[config.mk]
export PLATFORM = sky130hd
export DESIGN_NAME = multicycle_controller
export DESIGN_NICKNAME = d
export VERILOG_FILES = /design/src/rtl/multicycle_controller.sv
export SDC_FILE = /design/constraint.sdc
export NUM_CORES = 1
export LEC_CHECK = 0
export CORE_UTILIZATION = 39
export DETAILED_ROUTE_END_ITERATION = 7
export GPL_ROUTABILITY_DRIVEN = 0
export PLACE_DENSITY = 0.81
export SLEW_MARGIN = 20
export SYNTH_ARGS = -nofsm -noshare
export SYNTH_HDL_FRONTEND = slang
export SYNTH_SLANG_ARGS = --single-unit
[constraint.sdc]
create_clock -name clk -period 4.25 [get_ports clk]
set_input_delay 0.425 -clock clk [delete_from_list [all_inputs] [get_ports clk]]
set_output_delay 0.425 -clock clk [all_outputs]
set_load 0.05 [all_outputs]
[src/rtl/multicycle_controller.sv]
// Multicycle ARM-subset control unit: state sequencer, ALU decode, NZCV register, condition gating.
// Latency FETCH-to-FETCH: DP 4, LDR 5, STR 4, B 3, undefined 2; no backpressure (free-running).
module multicycle_controller (
   input  logic        clk,
   input  logic        reset,
   input  logic [31:0] Instr,
   input  logic [3:0]  ALUFlags,
   output logic        PCWrite,
   output logic        AdrSrc,
   output logic        MemW,
   output logic        IRWrite,
   output logic [1:0]  ResultSrc,
   output logic        ALUSrcA,
   output logic [1:0]  ALUSrcB,
   output logic [1:0]  ALUControl,
   output logic [1:0]  ImmSrc,
   output logic [1:0]  RegSrc,
   output logic        RegW,
   output logic [3:0]  Flags,
   output logic [3:0]  State
);

   typedef enum logic [3:0] {
      S_FETCH  = 4'd0,
      S_DECODE = 4'd1,
      S_MEMADR = 4'd2,
      S_MEMRD  = 4'd3,
      S_MEMWB  = 4'd4,
      S_MEMWR  = 4'd5,
      S_EXECR  = 4'd6,
      S_EXECI  = 4'd7,
      S_ALUWB  = 4'd8,
      S_BRANCH = 4'd9
   } state_t;

   state_t     state_q, state_d, cur_state;
   logic [3:0] flags_q, flags_d;

   logic [1:0] op;
   logic       imm_bit, s_bit, u_bit;
   logic [3:0] cmd, rd, cond;
   logic       unused_instr_bits;

   assign op      = Instr[27:26];
   assign imm_bit = Instr[25];
   assign cmd     = Instr[24:21];
   assign u_bit   = Instr[23];
   assign s_bit   = Instr[20];
   assign rd      = Instr[15:12];
   assign cond    = Instr[31:28];
   assign unused_instr_bits = ^{Instr[19:16], Instr[11:0]};

   assign ImmSrc = op;
   assign RegSrc = {op == 2'b01, op == 2'b10};
   assign Flags  = flags_q;
   assign State  = state_q;

   logic n_f, z_f, c_f, v_f, cond_ex;
   assign {n_f, z_f, c_f, v_f} = flags_q;

   always_comb begin
      cond_ex = 1'b0;
      case (cond)
         4'h0: cond_ex = z_f;
         4'h1: cond_ex = ~z_f;
         4'h2: cond_ex = c_f;
         4'h3: cond_ex = ~c_f;
         4'h4: cond_ex = n_f;
         4'h5: cond_ex = ~n_f;
         4'h6: cond_ex = v_f;
         4'h7: cond_ex = ~v_f;
         4'h8: cond_ex = c_f & ~z_f;
         4'h9: cond_ex = ~c_f | z_f;
         4'hA: cond_ex = (n_f == v_f);
         4'hB: cond_ex = (n_f != v_f);
         4'hC: cond_ex = ~z_f & (n_f == v_f);
         4'hD: cond_ex = z_f | (n_f != v_f);
         4'hE: cond_ex = 1'b1;
         default: cond_ex = 1'b0;
      endcase
   end

   // Compare-type ops only make sense with S set; otherwise treat as a no-op.
   logic [1:0] dec_alu_ctl, dec_flag_w;
   logic       dec_no_write;

   always_comb begin
      dec_alu_ctl  = 2'b00;
      dec_flag_w   = 2'b00;
      dec_no_write = 1'b1;
      case (cmd)
         4'b0100: begin dec_alu_ctl = 2'b00; dec_flag_w = s_bit ? 2'b11 : 2'b00; dec_no_write = 1'b0; end
         4'b0010: begin dec_alu_ctl = 2'b01; dec_flag_w = s_bit ? 2'b11 : 2'b00; dec_no_write = 1'b0; end
         4'b0000: begin dec_alu_ctl = 2'b10; dec_flag_w = s_bit ? 2'b10 : 2'b00; dec_no_write = 1'b0; end
         4'b1100: begin dec_alu_ctl = 2'b11; dec_flag_w = s_bit ? 2'b10 : 2'b00; dec_no_write = 1'b0; end
         4'b1010: if (s_bit) begin dec_alu_ctl = 2'b01; dec_flag_w = 2'b11; end
         4'b1011: if (s_bit) begin dec_alu_ctl = 2'b00; dec_flag_w = 2'b11; end
         default: ;
      endcase
   end

   always_ff @(posedge clk) begin
      if (reset) begin
         state_q <= S_FETCH;
         flags_q <= 4'b0000;
      end else begin
         state_q <= state_d;
         flags_q <= flags_d;
      end
   end

   always_comb begin
      PCWrite    = 1'b0;
      AdrSrc     = 1'b0;
      MemW       = 1'b0;
      IRWrite    = 1'b0;
      ResultSrc  = 2'b00;
      ALUSrcA    = 1'b0;
      ALUSrcB    = 2'b00;
      ALUControl = 2'b00;
      RegW       = 1'b0;
      state_d    = S_FETCH;
      flags_d    = flags_q;
      // While reset is high the datapath sees a quiet FETCH so nothing partial commits.
      cur_state  = reset ? S_FETCH : state_q;

      case (cur_state)
         S_FETCH: begin
            IRWrite   = 1'b1;
            ALUSrcA   = 1'b1;
            ALUSrcB   = 2'b10;
            ResultSrc = 2'b10;
            PCWrite   = 1'b1;
            state_d   = S_DECODE;
         end
         S_DECODE: begin
            ALUSrcA   = 1'b1;
            ALUSrcB   = 2'b10;
            ResultSrc = 2'b10;
            case (op)
               2'b01:   state_d = S_MEMADR;
               2'b00:   state_d = imm_bit ? S_EXECI : S_EXECR;
               2'b10:   state_d = S_BRANCH;
               default: state_d = S_FETCH;
            endcase
         end
         S_MEMADR: begin
            ALUSrcB    = 2'b01;
            ALUControl = u_bit ? 2'b00 : 2'b01;
            state_d    = s_bit ? S_MEMRD : S_MEMWR;
         end
         S_MEMRD: begin
            AdrSrc  = 1'b1;
            state_d = S_MEMWB;
         end
         S_MEMWB: begin
            ResultSrc = 2'b01;
            RegW      = cond_ex;
            PCWrite   = cond_ex & (rd == 4'hF);
         end
         S_MEMWR: begin
            AdrSrc = 1'b1;
            MemW   = cond_ex;
         end
         S_EXECR, S_EXECI: begin
            ALUSrcB    = (cur_state == S_EXECI) ? 2'b01 : 2'b00;
            ALUControl = dec_alu_ctl;
            state_d    = S_ALUWB;
            if (cond_ex) begin
               if (dec_flag_w[1]) flags_d[3:2] = ALUFlags[3:2];
               if (dec_flag_w[0]) flags_d[1:0] = ALUFlags[1:0];
            end
         end
         S_ALUWB: begin
            RegW    = cond_ex & ~dec_no_write;
            PCWrite = cond_ex & ~dec_no_write & (rd == 4'hF);
         end
         S_BRANCH: begin
            ALUSrcB   = 2'b01;
            ResultSrc = 2'b10;
            PCWrite   = cond_ex;
         end
         default: ;
      endcase

      if (reset) begin
         PCWrite = 1'b0;
         IRWrite = 1'b0;
         MemW    = 1'b0;
         RegW    = 1'b0;
      end
   end

endmodule

==> results.json <==
{
  "post-route-cell-area_um2": 1420,
  "cp_cell_sequence": "clkdlybuf4s50_1 -> or4b_1 -> a31oi_2 -> a2111oi_4 -> and2_1 -> a211oi_1 -> clkdlybuf4s50_1",
  "timing.critical_path.buf_inv": 2,
  "cts_buffer_depth": 2,
  "combinationalPowerShare_pct": 47.2,
  "average_vias_per_placed_instance": 5.77,
  "chip_height_um": 51.7,
  "numPlacedInstances": 187,
  "max_freq_ghz": 0.276,
  "run_status": "complete, no violations",
  "family_with_the_most_delay_on_the_worst_path": "buffers and inverters",
  "yosys_warnings": 0,
  "clkPwrFrac_pct": 21.7,
  "register_area_um2": 160,
  "whs_path_depth": 2,
  "worst-r2r-setup-slack_ns": 2.39,
  "fin_nets": 202,
  "worst_setup_hold_path_clk_slew_ns": 0.06,
  "synth_nets": 162,
  "placeableCoreArea_um2": 2280,
  "power_density_nw_per_um2": 196,
  "final-setup-viol-count": 0,
  "switching_share_pct": 40.2,
  "place.port_buffers": 45,
  "initial_utilization_pct": 42.4,
  "place_area_um2": 1400,
  "layout_overhead_on_the_synthesized_area_pct": 47.6,
  "crit_top_cell": "clkdlybuf4s50_1",
  "diodes": 0,
  "p_sw_uw": 112,
  "crit_path_max_fanout": 10,
  "totalNegativeSetupSlack_ns": 0,
  "power.ir.vdd_worst_mv": 0.142,
  "routedWlPerCell_um": 14.3,
  "rr_startpoint": "Flags[3]$_SDFFE_PP0P_",
  "cts_htree_levels": 1,
  "synth-edff-count": 0,
  "critical-path-slowest-cell": "clkdlybuf4s50_1",
  "ctsResizeCount": 0,
  "fin_crit_sh_pct": 85.1,
  "seq_area_frac_synth_pct": 16.6,
  "maximum_number_of_pins_on_one_net_before_global_route_repair": 15,
  "drt_iter0_drc": 28,
  "timing.hold.ws_ns": 0.552,
  "timing_max_transition_violations_final": 0,
  "netlist_area_um2": 965,
  "grt_setup_unrepaired": "no",
  "routed_wl_um": 2710,
  "tritoncts.num_buffers": 3,
  "drive_gt1_share_pct": 8.64,
  "antenna_found_initial": 0,
  "die-width_um": 51.7,
  "num_vias": 1096,
  "tightestPinTransition_ns": 0.501,
  "detailedPlacementHpwl_um": 2010,
  "maxCapViolCount": 0,
  "gr-total-overflow": 0,
  "detail_route.drc_violations": 0,
  "post-cts-setup-buffer-count": 0,
  "startpoint_type": "input pin",
  "critical_path.reg2reg.endpoint": "Flags[2]$_SDFFE_PP0P_",
  "min-delay-start": "Flags[1]$_SDFFE_PP0P_",
  "postRouteAntennaNets": 0,
  "power.sequential.fraction_pct": 31.1,
  "count_of_hold_buffers_inserted_by_post_cts_repair": 0,
  "cp_data_required_time_ns": 3.83,
  "worstPathArrival_ns": 3.19,
  "first_global_vias": 1030,
  "drt-pass1-iter-count": 5,
  "asyncSetResetFlopFracSynth_pct": 0,
  "multiInputGateArea_um2": 726,
  "synthDistinctLibCells": 53,
  "postSynthRegisterBits": 8,
  "tritoncts": "built",
  "root_buffer": "clkbuf_4",
  "final-hold-violation-count": 0,
  "ff2ff_path_depth": 5,
  "worst_setup_path_type": "input pin to primary output",
  "cts_sinks": 8,
  "syn_avg_cell_area_um2": 7.78,
  "leakage_power_summed_over_all_cells_uw": 0.000497,
  "slew-limit-headroom_pct": 66.1,
  "syn-instance-count": 124,
  "grt_pass1_wl_um": 4400,
  "cpPeakStageDelay_ns": 0.85,
  "instances_no_fill": 190,
  "fin_crit_period_ns": 3.62,
  "p_int_uw": 167,
  "insertion_delay_of_the_later_clocked_pin_in_the_worst_skew_pair_ns": 0.26,
  "hold-path-endpoint": "Flags[1]$_SDFFE_PP0P_",
  "groute.usage.overall_pct": 21.3,
  "prevailing_post_synth_register_cell": "dfxtp_1",
  "total_number_of_placement_rows": 17,
  "timing.critical_path.to_type": "primary output",
  "finClkSkew_ns": 0.00895,
  "hold_class": "flop to flop",
  "design.die.area_um2": 2680,
  "fillers": 203,
  "ios": 62
}
-- flip-flops by register name, summed over array words and instances (netlist names) --
signal,flops
Flags,4
State,4
-- routing by layer --
metal	wire length [µm]	global-route usage (%)
met1	1120	23.2
met4	25	6.76
met2	1340	39.8
met5	0	0
met3	221	5.26
-- area by class of cell --
cell class / instances / area share [%]
well taps: 28 / 2.46
inverters: 6 / 1.58
flip-flops and latches: 8 / 11.2
clock buffers: 3 / 1.58
repair buffers: 46 / 32.2
multi-input cells: 99 / 51.0
-- worst max-delay path by stage --
stage          slack [ns]       to                 from  depth (start not counted)
6_report             0.63  PCWrite            Instr[30]                          7
5_1_grt              0.54  PCWrite            Instr[30]                          7
4_1_cts              0.63  PCWrite            Instr[30]                          7
3_5_place_dp         0.63  PCWrite            Instr[30]                          7
3_3_place_gp         0.69  PCWrite            Instr[30]                          7
2_1_floorplan        1.05  PCWrite  State[1]$_SDFF_PP0_                          6
-- cell usage after synthesis, types with 2 or more instances --
| library cell | count | area, µm² |
|---|---|---|
| nand2b_1 | 15 | 93.8 |
| dfxtp_1 | 8 | 160 |
| clkbuf_1 | 7 | 26.3 |
| inv_1 | 6 | 22.5 |
| nor2_1 | 6 | 22.5 |
| mux2i_1 | 5 | 50.1 |
| a21oi_1 | 4 | 20.0 |
| nand2_1 | 4 | 15.0 |
| o21ai_0 | 4 | 20.0 |
| nand4_1 | 3 | 18.8 |
| nor2b_1 | 3 | 18.8 |
| nor3_1 | 3 | 15.0 |
| nor4_1 | 3 | 18.8 |
| a211oi_1 | 2 | 15.0 |
| a211oi_2 | 2 | 25.0 |
| a31oi_1 | 2 | 12.5 |
| and2_1 | 2 | 12.5 |
| buf_4 | 2 | 15.0 |
| nand3_1 | 2 | 10.0 |
| nand3b_1 | 2 | 15.0 |
| nor4b_1 | 2 | 17.5 |
| o21bai_1 | 2 | 15.0 |
| o22ai_1 | 2 | 12.5 |
| or2_2 | 2 | 12.5 |
| xnor2_1 | 2 | 17.5 |
| xor2_1 | 2 | 17.5 |
-- placed cells by master, fill, tap and decap left out, drive strengths merged, types with 3 or more instances in the layout --
cell type	netlist	layout
a211oi	4	4
a21oi	4	4
a31oi	3	3
clkbuf	7	3
clkdlybuf4s50	0	45
dfxtp	8	8
inv	6	6
mux2i	5	5
nand2	4	4
nand2b	15	15
nand4	3	3
nor2	6	6
nor2b	3	3
nor3	3	3
nor4	3	3
o21ai	4	4
-- cells by family after synthesis --
logic type	count (synthesis)	share of synthesized area, %
AOI/OAI and AO/OA	31	26.8
xor gates and xnor gates	4	3.63
buffers and inverters	17	8.17
DFF	8	16.6
muxes	7	7.91
and+or+nand+nor	57	36.8
-- power groups by stage --
| stage | combinational [µW] | sequential, µW | clock (µW) |
|---|---|---|---|
| after floorplan | 80.1 | 90.2 | 0 |
| after global placement | 129 | 87.7 | 0 |
| after detailed placement | 131 | 88.1 | 0 |
| after CTS | 132 | 86.5 | 62.1 |
| after global routing | 141 | 87.5 | 66.3 |
| final | 132 | 86.7 | 60.6 |
-- worst min-delay path, delay by kind of cell, from the launching register on --
kind	cells	cell delay, ns
flops	1	0.35
simple gates	1	0.09
mux	1	0.06
-- per-stage QoR --
step	utilization, %	worst slack, ns	total power (µW)
after global placement	61.6	0.686	217
after CTS	62.6	0.627	281
after global routing	62.6	0.544	295
final	62.6	0.631	279
after detailed placement	61.6	0.632	219
after floorplan	-	1.05	170
Power figures use the tool's default switching activity.
